[config.mk]
export PLATFORM = sky130hd
export DESIGN_NAME = sdram_port_arbiter
export DESIGN_NICKNAME = d
export VERILOG_FILES = /design/src/rtl/sdram_port_arbiter.sv
export SDC_FILE = /design/constraint.sdc
export NUM_CORES = 1
export LEC_CHECK = 0
export BUFFER_PORTS_ARGS = -buffer_cell sky130_fd_sc_hd__buf_2
export CORE_MARGIN = 1.5
export CORE_UTILIZATION = 40
export CTS_BUF_LIST = sky130_fd_sc_hd__clkbuf_8 sky130_fd_sc_hd__clkbuf_16
export CTS_CLUSTER_SIZE = 12
export DETAILED_ROUTE_END_ITERATION = 10
export GPL_TIMING_DRIVEN = 0
export PLACE_DENSITY = 0.72
export SYNTH_ARGS = -nofsm -noshare
export SYNTH_HDL_FRONTEND = slang
export SYNTH_SLANG_ARGS = --single-unit
[constraint.sdc]
create_clock -name iclk -period 2.1 [get_ports iclk]
set_input_delay 0.21 -clock iclk [delete_from_list [all_inputs] [get_ports iclk]]
set_output_delay 0.21 -clock iclk [all_outputs]
set_load 0.005 [all_outputs]
[src/rtl/sdram_port_arbiter.sv]
// Purpose: round-robin arbiter/sequencer granting two single-word clients access to one SDRAM controller.
// Latency: controller request rises on the grant edge; done/rdata reach the client 1 cycle after the controller ack.
// Backpressure: clients hold req until done; the controller request is held (level) until its matching ack, with no timeout.
module sdram_port_arbiter #(
    parameter int LAT_W = 16
) (
    input  logic             iclk,
    input  logic             ireset,
    input  logic             ic0_req,
    input  logic             ic1_req,
    input  logic             ic0_we,
    input  logic             ic1_we,
    input  logic [21:0]      ic0_address,
    input  logic [21:0]      ic1_address,
    input  logic [15:0]      ic0_wdata,
    input  logic [15:0]      ic1_wdata,
    output logic             oc0_done,
    output logic             oc1_done,
    output logic [15:0]      oc0_rdata,
    output logic [15:0]      oc1_rdata,
    output logic             owrite_req,
    output logic [21:0]      owrite_address,
    output logic [15:0]      owrite_data,
    input  logic             iwrite_ack,
    output logic             oread_req,
    output logic [21:0]      oread_address,
    input  logic [15:0]      iread_data,
    input  logic             iread_ack,
    output logic             obusy,
    output logic             olast_owner,
    output logic [LAT_W-1:0] olast_latency
);

    typedef enum logic [1:0] {
        ARB_IDLE  = 2'd0,
        ARB_ISSUE = 2'd1,
        ARB_RESP  = 2'd2
    } arb_state_t;

    localparam logic [LAT_W-1:0] LAT_ONE = {{(LAT_W-1){1'b0}}, 1'b1};
    localparam logic [LAT_W-1:0] LAT_MAX = {LAT_W{1'b1}};

    arb_state_t       state;
    arb_state_t       state_nxt;
    logic             rr_last;     // client served last; the other one wins a tie
    logic             own_q;       // client owning the in-flight transaction
    logic             we_q;        // latched transaction type
    logic [LAT_W-1:0] lat_cnt;
    logic             grant_vld;
    logic             grant_sel;
    logic             grant_we;
    logic             ack_hit;

    // Arbitration decision, matching-ack detection and next-state logic.
    always_comb begin
        grant_vld = ic0_req | ic1_req;
        grant_sel = (ic0_req & ic1_req) ? ~rr_last : ic1_req;
        grant_we  = grant_sel ? ic1_we : ic0_we;
        ack_hit   = we_q ? iwrite_ack : iread_ack;
        state_nxt = state;
        case (state)
            ARB_IDLE:  if (grant_vld) state_nxt = ARB_ISSUE;
            ARB_ISSUE: if (ack_hit)   state_nxt = ARB_RESP;
            ARB_RESP:  state_nxt = ARB_IDLE;
            default:   state_nxt = ARB_IDLE;
        endcase
    end

    // State register.
    always_ff @(posedge iclk) begin
        if (ireset) state <= ARB_IDLE;
        else        state <= state_nxt;
    end

    // Registered datapath and outputs, updated alongside the state transitions.
    always_ff @(posedge iclk) begin
        if (ireset) begin
            rr_last        <= 1'b1;
            own_q          <= 1'b0;
            we_q           <= 1'b0;
            lat_cnt        <= '0;
            oc0_done       <= 1'b0;
            oc1_done       <= 1'b0;
            oc0_rdata      <= '0;
            oc1_rdata      <= '0;
            owrite_req     <= 1'b0;
            owrite_address <= '0;
            owrite_data    <= '0;
            oread_req      <= 1'b0;
            oread_address  <= '0;
            obusy          <= 1'b0;
            olast_owner    <= 1'b0;
            olast_latency  <= '0;
        end else begin
            oc0_done <= 1'b0;
            oc1_done <= 1'b0;
            obusy    <= (state_nxt != ARB_IDLE);
            case (state)
                ARB_IDLE: begin
                    if (grant_vld) begin
                        own_q      <= grant_sel;
                        we_q       <= grant_we;
                        lat_cnt    <= LAT_ONE;
                        owrite_req <= grant_we;
                        oread_req  <= ~grant_we;
                        if (grant_we) begin
                            owrite_address <= grant_sel ? ic1_address : ic0_address;
                            owrite_data    <= grant_sel ? ic1_wdata   : ic0_wdata;
                        end else begin
                            oread_address  <= grant_sel ? ic1_address : ic0_address;
                        end
                    end
                end
                ARB_ISSUE: begin
                    if (ack_hit) begin
                        owrite_req    <= 1'b0;
                        oread_req     <= 1'b0;
                        olast_latency <= lat_cnt;
                        olast_owner   <= own_q;
                        rr_last       <= own_q;
                        // Done and read data are both launched on the ack edge so
                        // they appear together in the single RESP cycle.
                        if (own_q) oc1_done <= 1'b1;
                        else       oc0_done <= 1'b1;
                        if (!we_q) begin
                            if (own_q) oc1_rdata <= iread_data;
                            else       oc0_rdata <= iread_data;
                        end
                    end else if (lat_cnt != LAT_MAX) begin
                        lat_cnt <= lat_cnt + LAT_ONE;
                    end
                end
                default: begin
                    // ARB_RESP: both controller requests already low; one idle cycle
                    // lets the controller settle back into its own idle state.
                end
            endcase
        end
    end

endmodule
# [Yosys cells after proc, flatten, opt, wreduce, memory -nomap -nowiden]
# Cells that the tools add are included.
# W data, S select, Z words.
[totals] ff_bits=135 input_bits=100 word_cells=63
[op_classes] add_sub_neg=1 eq_ne=6 mux=19 bitwise_logic=8 reduce_logical=12
[op_table] op="$mux W16" count=4
[op_table] op="$pmux W16 S2" count=1
[op_table] op="$mux W22" count=1
[op_table] op="$add A16 B1 Y16 const B" count=1
[op_table] op="$ne A16 B16 Y1 const B" count=1
[op_table] op="$reduce_and A4 Y1" count=3
[op_table] op="$reduce_and A3 Y1" count=3
[op_table] op="$mux W1" count=8
[op_table] op="$ne A2 B2 Y1 const B" count=4
[op_table] op="$not A1 Y1" count=6
[op_table] op="$mux W2" count=2
[op_table] op="$pmux W1 S2" count=2
[op_table] op="$pmux W2 S2" count=1
[op_table] op="$reduce_and A2 Y1" count=2
[op_table] op="$reduce_bool A2 Y1" count=2
[op_table] op="$reduce_or A3 Y1" count=1
[op_table] op="$eq A2 B1 Y1 const B" count=1
[op_table] op="$logic_not A2 Y1" count=1
[op_table] op="$and A1 B1 Y1" count=1
[op_table] op="$or A1 B1 Y1" count=1

# [Logic depth before layout (Yosys ltp)]
# Gate-level depths: netlist (run 1).
[logic_depth] depth_word=6 mapped_depth=8 depth_no_buf=6

# [Worst setup path before layout (run 1)]
# OpenSTA, ideal clock, no wires.
[synth_path] kind="reg-to-reg" from="register lat_cnt[0]" to="register lat_cnt[5]" setup_time_ns=0.070 arrival_ns=1.793 required_time_ns=2.030 slack_ns=0.236 path_stages_with_launch=8 synth_period_minus_slack_ns=1.864 cell_sequence="dfxtp_1 > ha_1 > nand4_1 > or3_1 > o21a_1 > buf_2 > o22ai_1 > o2bb2ai_1"
[synth_via] elab_chain_len=4
[synth_rtl] item="start: declaration" line_no="48" source="logic [LAT_W-1:0] lat_cnt;"
[synth_rtl] item="start signal: assignment" line_no="130" source="lat_cnt <= lat_cnt + LAT_ONE;"
[synth_rtl] item="$add A16 B1 Y16" line_no="130"
[synth_rtl] item="$mux W16" line_no="129" source="end else if (lat_cnt != LAT_MAX) begin"
[synth_rtl] item="$mux W16" line_no="115" source="if (ack_hit) begin"
[synth_rtl] item="$pmux W16 S2" line_no="98" source="case (state)"
# Parallel ways exist; a longest one is shown, timed or not. The select of a mux whose other input is x is not followed.
# A chain may end at the register's enable or synchronous reset.

# [Worst setup path in the final report (run 1)]
[layout_path] from="register we_q" to="register lat_cnt[15]"
[layout_via] elab_chain_len=3
[layout_rtl] item="start: declaration" line_no="47" source="logic we_q;"
[layout_rtl] item="start signal: assignment" line_no="102" source="we_q <= grant_we;"
[layout_rtl] item="$mux W1" line_no="59" source="ack_hit = we_q ? iwrite_ack : iread_ack;"
[layout_rtl] item="$ne A2 B2 Y1 (no line)"
[layout_rtl] item="$reduce_and A4 Y1 (no line)"
# No other way between the ends.

==> results of run 1 <==
cell type report:
type                            instances  area (sq um)
Multi-Input combinational cell        423          2405
Clock inverter                          9         102.6
Timing Repair Buffer                  213          1069
Sequential cell                       135          2705
Fill cell                            1191          5585
Buffer                                 43         192.7
Tap cell                              172         215.2
Clock buffer                           21         480.5
Inverter                                5         18.77
layer usage:
metal | part of all wire | vias up | global-route usage
li1 | - | 2587 | -
met1 | 0.43 | 2389 | 0.2653
met2 | 0.47 | 212 | 0.3812
met3 | 0.075 | 26 | 0.06977
met4 | 0.025 | 0 | 0.1052
met5 | 0 | - | 0
logic make-up after synthesis:
family / Yosys count / synth area share
mux: 42 / 0.07974
compound gates: 149 / 0.1824
buf+inv: 49 / 0.03881
xor+xnor: 1 / 0.001657
fa+ha+maj: 1 / 0.002366
flops: 135 / 0.5111
simple gates: 230 / 0.1839
flip-flops by register name (all words and copies together) (netlist names), 2 cells and up:
signal          count
oread_address      22
olast_latency      16
state               2
owrite_address     22
oc0_rdata          16
oc1_rdata          16
owrite_data        16
lat_cnt            16
timing repair:
| item | CTS | global route |
|---|---|---|
| endpoints found under the setup margin | 5 | 88 |
| endpoints found under the hold margin | 0 | 0 |
| gates resized for setup | 0 | 23 |
| hold buffers | 0 | 0 |
| buffers inserted | 1 | 0 |
Yosys cell counts, types with 3 or more instances:
library cell	n	area, sq um
sky130_fd_sc_hd__a211oi_1	61	457.9
sky130_fd_sc_hd__a21oi_1	59	295.3
sky130_fd_sc_hd__mux2i_1	41	410.4
sky130_fd_sc_hd__clkbuf_1	24	90.09
sky130_fd_sc_hd__a21o_1	3	22.52
sky130_fd_sc_hd__o22ai_1	5	31.28
sky130_fd_sc_hd__nor3_1	6	30.03
sky130_fd_sc_hd__nor2_1	77	289.0
sky130_fd_sc_hd__dfxtp_1	135	2703
sky130_fd_sc_hd__nand4_1	4	25.02
sky130_fd_sc_hd__inv_1	5	18.77
sky130_fd_sc_hd__buf_1	3	11.26
sky130_fd_sc_hd__and3_1	3	18.77
sky130_fd_sc_hd__nor3b_1	3	22.52
sky130_fd_sc_hd__nand2_1	111	416.7
sky130_fd_sc_hd__or3_1	5	31.28
sky130_fd_sc_hd__buf_2	16	80.08
sky130_fd_sc_hd__o21ai_0	3	15.01
sky130_fd_sc_hd__nand3_1	8	40.04
critical path, cell delays in order, from the launching register on:
cell	delay, ns
sky130_fd_sc_hd__dfxtp_1	0.30
sky130_fd_sc_hd__buf_2	0.20
sky130_fd_sc_hd__mux2_2	0.40
sky130_fd_sc_hd__o22ai_2	0.23
sky130_fd_sc_hd__o21ai_1	0.23
sky130_fd_sc_hd__or4_1	0.44
sky130_fd_sc_hd__a21oi_1	0.14
per-stage QoR:
stage / hold WS [ns] / setup TNS [ns] / setup slack, ns
global placement: 0.4391 / -0.03439 / -0.007523
finish: 0.04295 / 0 / 0.09726
detailed placement: 0.4437 / -0.007614 / -0.007252
CTS: 0.02805 / 0 / 0.03004
global route: 0.02944 / 0 / 0.0009104
floorplan: 0.3460 / 0 / 0.2364
worst paths after layout:
check | cells after the start | start | end | slack [ns]
worst min-delay path | 3 | iread_data[7] | oc1_rdata[7]$_SDFFE_PP0P_ | 0.04
worst max-delay path | 6 | we_q$_SDFFE_PP0P_ | lat_cnt[15]$_SDFFE_PP0P_ | 0.1
worst max register to register | 6 | we_q$_SDFFE_PP0P_ | lat_cnt[15]$_SDFFE_PP0P_ | 0.1
worst min register to register | 2 | oc0_rdata[8]$_SDFFE_PP0P_ | oc0_rdata[8]$_SDFFE_PP0P_ | 0.45
where the power goes:
part | internal (mW) | switching [mW] | leakage [nW] | total [mW]
registers | 2.73 | 0.0893 | 1.10 | 2.82
clock network | 1.85 | 1.06 | 0.282 | 2.91
logic | 0.395 | 0.546 | 1.75 | 0.941
layout by cell type (no fill, tap or decap), types with 3 or more instances in the layout:
cell type,n
sky130_fd_sc_hd__and3_1,3
sky130_fd_sc_hd__inv_1,7
sky130_fd_sc_hd__o22ai_1,5
sky130_fd_sc_hd__buf_2,228
sky130_fd_sc_hd__clkbuf_1,17
sky130_fd_sc_hd__dfxtp_1,133
sky130_fd_sc_hd__nand2_1,110
sky130_fd_sc_hd__nor2_1,75
sky130_fd_sc_hd__nand3_1,8
sky130_fd_sc_hd__nor3b_1,3
sky130_fd_sc_hd__o21ai_0,3
sky130_fd_sc_hd__clkbuf_8,4
sky130_fd_sc_hd__a21oi_1,59
sky130_fd_sc_hd__mux2i_1,41
sky130_fd_sc_hd__nand4_1,4
sky130_fd_sc_hd__a211oi_1,61
sky130_fd_sc_hd__clkbuf_2,9
sky130_fd_sc_hd__a21o_1,3
sky130_fd_sc_hd__clkbuf_16,17
sky130_fd_sc_hd__or3_1,4
sky130_fd_sc_hd__clkinvlp_4,4
sky130_fd_sc_hd__nor3_1,6
==> flow_summary_export.csv, run 1 <==
group,metric,value,unit
die,boundaryPins,214,
synthesis,primary_ff_master_synth,"sky130_fd_sc_hd__dfxtp_1",
timing,timing.final.crit_period,2.003,ns
die,die_h,118.0,um
finish,final_cell_count_no_fill,1021,
synthesis,netlist_area,0.005288,sq mm
detailed_routing,drt_pass1_iterations,5,
timing,fin_worst_skew,0.007505,ns
detailed_routing,detail_route.vias_per_cell,5.107,
finish,layout.core_utilization,0.5627,
placed_design,globalplace.congestion,0.8565,
die,floorplan.initialDensity,0.4139,
finish,antenna_cells,0,
timing,timing_max_transition_violations_final,0,
global_routing,grt_first_pass_wirelength,25.05,mm
timing,worst_slew_margin_rel,0.5819,
finish,num-nets-final,939,
synthesis,synthesis.yosys.warnings,0,
clock_tree,cts-buffers-inserted,17,
power_and_ir_drop,vdd.ir_drop.worst,0.4901,mV
synthesis,synthesis.nets,708,
synthesis,synthArstFlopShare,0,
global_routing,grt_start_max_net_pins,17,
synthesis,synth_seq_area_share,0.5111,
detailed_routing,drc,0,
detailed_routing,drt_iter0_drc,265,
worst_hold_path,min-delay-path-class,"input port to flop",
finish,finalInstanceArea,0.007188,sq mm
timing,post-route-period-util,0.9537,
detailed_routing,routed_wl,15.68,mm
synthesis,yosys.cell_types.count,47,
placed_design,buffer_ports.inserted,212,
clock_tree,clk_root_buffer_cell,"sky130_fd_sc_hd__clkbuf_16",
power_and_ir_drop,power_density,928.4,mW/mm^2
synthesis,postSynthCellCount,607,
worst_setup_path,cp_data_arrival_time,2.35,ns
clock_tree,number_of_h_tree_levels,4,
clock_tree,cts-root-to-sink-buffers,2,
global_routing,grt-ovfl-total,0,
die,dieWidth,118.0,um
power_and_ir_drop,p_total,6.673,mW
synthesis,synth_area_per_cell,8.711,sq um
worst_setup_path,startpoint_kind_of_the_worst_setup_timing_path,"flop",
placed_design,dp_cells,991,
global_routing,antenna_found_initial,0,
timing,rsz0062_at_grt,"false",
die,placement_rows,41,
flow_run,cap_violations,0,
timing,setup_viol,0,
run_status,run_status,"completed",
clock_tree,clkTransAtPathRegs,0.06,ns
detailed_routing,ant_nets,0,
detailed_routing,vias,5214,
worst_setup_path,worst-setup-path-type,"flop to flop",
clock_tree,cts.sink_count,135,
placed_design,hpwlAfterDp,11.77,mm
worst_setup_path,crit_fanout,7,
worst_setup_path,worstSetupEndpointType,"flop",
timing,worst_slew_pin_slew,0.6272,ns
die,area_of_the_core,0.01277,sq mm
die,die-area,0.01392,sq mm
finish,drive_above_1_share,0.3345,
timing,timing.fmax,499.3,MHz
timing,hold_violations,0,
synthesis,synth_edf_count,0,
placed_design,placed_cell_area,0.006564,sq mm
worst_setup_path,critical_path_required,2.45,ns
global_routing,grt_use_total,0.2273,
finish,layout_stage_area_growth_over_the_synthesis_result,35.94,%
clock_tree,clock_latency,0.42,ns
power_and_ir_drop,total_leakage_power,3.135,nW
global_routing,via_count_of_the_first_global_routing_pass,5050,
clock_tree,tritoncts,"yes",
synthesis,ys_ff_latch,135,
detailed_routing,routed_wire_length_per_instance,15.36,um
Power figures use the tool's default switching activity.
==> inputs of run 2 (changes only) <==
--- a/config.mk
+++ b/config.mk
@@ -5,7 +5,8 @@
 export SDC_FILE = /design/constraint.sdc
 export NUM_CORES = 1
 export LEC_CHECK = 0
-export BUFFER_PORTS_ARGS = -buffer_cell sky130_fd_sc_hd__buf_2
+export BUFFER_PORTS_ARGS = -buffer_cell sky130_fd_sc_hd__buf_4
+export CORE_ASPECT_RATIO = 1.4
 export CORE_MARGIN = 1.5
 export CORE_UTILIZATION = 40
 export CTS_BUF_LIST = sky130_fd_sc_hd__clkbuf_8 sky130_fd_sc_hd__clkbuf_16
==> run 2 against run 1 <==
Register-to-register slack got worse by 0.05 ns. Die area barely moved. Count of clock-buffer cells in the layout fell by 1. Fmax fell by 2.6%. Setup slack got worse by 0.054 ns. Combinational power rose by 15%. Sequential power barely moved. Routed wire length rose by 5.4%. First-iteration DRC count fell by 12%. Cell count fell by 1.8%. Utilization rose by 3.9 points. Largest power group unchanged.
==> flow_summary_export.csv, run 2 (synthesis gave the netlist of run 1 again) <==
group,metric,value,unit
die,boundaryPins,214,
clock_tree,cts.sink_count,135,
power_and_ir_drop,switching_share,0.2504,
timing,finalSetupTns,0,ns
finish,antenna_cells,0,
timing,timing.fmax,486.2,MHz
power_and_ir_drop,power.net_switching,1.781,mW
detailed_routing,routed_wl,16.52,mm
clock_tree,clock_latency,0.41,ns
worst_hold_path,hold_depth,3,
worst_setup_path,worst-setup-path-type,"flop to flop",
clock_tree,cts-buffers-inserted,17,
timing,worst_slew_pin_slew,0.6465,ns
timing,worst_slew_margin_rel,0.5690,
timing,timing.final.crit_period,2.057,ns
worst_setup_path,startpoint_kind_of_the_worst_setup_timing_path,"flop",
global_routing,grt-ovfl-total,0,
worst_hold_path,min-delay-path-class,"input port to flop",
timing,timing.final.ws_setup,0.04306,ns
power_and_ir_drop,vdd.ir_drop.worst,0.4778,mV
timing,post-route-period-util,0.9795,
worst_setup_path,cp_data_arrival_time,2.40,ns
detailed_routing,vias,5335,
worst_setup_path,cp_cell_sequence,"ha_2 -> nand4_1 -> or3_1 -> o21a_1 -> buf_2 -> o22ai_1 -> o2bb2ai_1",
worst_setup_path,worstSetupEndpointType,"flop",
finish,mostFrequentLayoutCells,"213 x sky130_fd_sc_hd__buf_4, 134 x sky130_fd_sc_hd__dfxtp_1, 111 x sky130_fd_sc_hd__nand2_1",
global_routing,grt_start_max_net_pins,17,
finish,drive_above_1_share,0.3318,
detailed_routing,detail_route.vias_per_cell,5.319,
power_and_ir_drop,power_density,918.6,mW/mm^2
placed_design,buffer_ports.inserted,212,
worst_setup_path,critical_path_required,2.44,ns
worst_setup_path,worst-path-stages,7,
die,floorplan.initialDensity,0.4107,
placed_design,pre_cts_ws,-0.1298,ns
power_and_ir_drop,share_comb_of_total_power,0.151,
global_routing,antenna_found_initial,0,
worst_setup_path,crit_fanout,10,
die,die_h,139.0,um
worst_setup_path,r2r_slack,0.04,ns
die,die-area,0.01393,sq mm
worst_setup_path,timing.critical_path.to,"lat_cnt[5]$_SDFFE_PP0P_",
worst_setup_path,regToRegStartpoint,"lat_cnt[1]$_SDFFE_PP0P_",
worst_setup_path,crit_slowest_cell,"sky130_fd_sc_hd__or3_1",
detailed_routing,ant_nets,0,
die,area_of_the_core,0.01287,sq mm
finish,number_of_fill_cells,1104,
finish,layout_stage_area_growth_over_the_synthesis_result,46.47,%
detailed_routing,drt_iter0_drc,232,
worst_setup_path,crit_start,"lat_cnt[1]$_SDFFE_PP0P_",
clock_tree,clkTransAtPathRegs,0.06,ns
worst_setup_path,regToRegEndpoint,"lat_cnt[5]$_SDFFE_PP0P_",
global_routing,via_count_of_the_first_global_routing_pass,5191,
finish,num-nets-final,939,
power_and_ir_drop,total_leakage_power,3.240,nW
worst_setup_path,reg2regPathDepth,7,
clock_tree,tritoncts,"yes",
global_routing,grt_use_total,0.2359,
finish,top_regs,"oread_address (22), owrite_address (22)",
placed_design,globalplace.congestion,0.8590,
detailed_routing,drc,0,
power_and_ir_drop,p_total,7.115,mW
clock_tree,cts_hold_buf,0,
die,placement_rows,49,
placed_design,hpwlAfterDp,12.61,mm
finish,layout_commonest_cell,"sky130_fd_sc_hd__buf_4",
clock_tree,number_of_h_tree_levels,4,
timing,setup_viol,0,
worst_setup_path,critical_path_buf_inv_count,1,
timing,rsz0062_at_grt,"true",
detailed_routing,routed_wire_length_per_instance,16.47,um
worst_setup_path,worst_path_largest_cell_delay,0.44,ns
clock_tree,cts-root-to-sink-buffers,2,
power_and_ir_drop,proportion_of_power_drawn_by_flip_flops_and_latches,0.399,
power_and_ir_drop,power_report.internal_total,5.333,mW
worst_setup_path,critical_path.top_delay_family,"simple AND/OR/NAND/NOR gates",
clock_tree,clk_root_buffer_cell,"sky130_fd_sc_hd__clkbuf_16",
global_routing,grt_first_pass_wirelength,25.82,mm
timing,hold_violations,0,
die,dieWidth,100.2,um
power_and_ir_drop,share_clk_of_total_power,0.450,
timing,fin_worst_skew,0.008279,ns
run_status,run_status,"completed",
timing,timing_max_transition_violations_final,0,
detailed_routing,drt_pass1_iterations,5,
flow_run,cap_violations,0,
run 2: final cells by class:
class / instances / area [sq um] / share of cell area
multi-input combinational: 423 / 2404 / 0.3103
inverter: 5 / 18.77 / 0.002423
sequential: 135 / 2704 / 0.3491
timing repair buffer: 213 / 1599 / 0.2065
clock inverter: 11 / 171.4 / 0.02213
tap: 153 / 191.4 / 0.02472
clock buffer: 20 / 466.7 / 0.06026
buffer: 43 / 190.2 / 0.02456
run 2: worst min-delay path: cells and delay by family:
kind	cells	cell delay [ns]
AND/OR/NAND/NOR	1	0.05
buffers and inverters	1	0.11
AO/OA/AOI/OAI	1	0.05
run 2: what timing repair did:
| item | CTS | global route |
|---|---|---|
| gates resized for setup | 1 | 15 |
| endpoints found under the setup margin | 18 | 77 |
| buffers inserted | 1 | 0 |
run 2: per-stage QoR:
| step | hold WS [ns] | cells | utilization | cell area [sq um] |
|---|---|---|---|---|
| floorplan | 0.3460 | 607 | - | 5288 |
| global placement | 0.4437 | 972 | 0.5492 | 7071 |
| detailed placement | 0.4481 | 972 | 0.5492 | 7071 |
| CTS | 0.04375 | 1004 | 0.5994 | 7717 |
| global route | 0.04760 | 1003 | 0.6016 | 7745 |
| finish | 0.05401 | 1003 | 0.6016 | 7745 |
run 2: power groups by stage:
stage                     Clock, mW  Sequential (mW)  Combinational (mW)
final                          3.20             2.84                1.08
after global routing           3.36             2.86                1.18
after CTS                      3.23             2.83                1.07
after detailed placement          0             2.88                1.07
after global placement            0             2.88                1.05
after floorplan                   0             2.88               0.500
run 2: how the worst min path moves through the flow:
| stage | slack [ns] | startpoint | to |
|---|---|---|---|
| detailed placement | 0.45 | oc0_rdata[9]$_SDFFE_PP0P_ | oc0_rdata[9]$_SDFFE_PP0P_ |
| floorplan | 0.35 | iread_data[0] | oc0_rdata[0]$_SDFFE_PP0P_ |
| global route | 0.05 | iread_data[13] | oc1_rdata[13]$_SDFFE_PP0P_ |
| CTS | 0.04 | iread_data[14] | oc1_rdata[14]$_SDFFE_PP0P_ |
| finish | 0.05 | iread_data[14] | oc1_rdata[14]$_SDFFE_PP0P_ |
| global placement | 0.44 | oc0_rdata[14]$_SDFFE_PP0P_ | oc0_rdata[14]$_SDFFE_PP0P_ |
run 2: routing by layer:
metal  wire, um  track usage
met2       8273       0.4089
met4        359      0.09414
met1       6450       0.2682
met5          0            0
met3       1440      0.07006
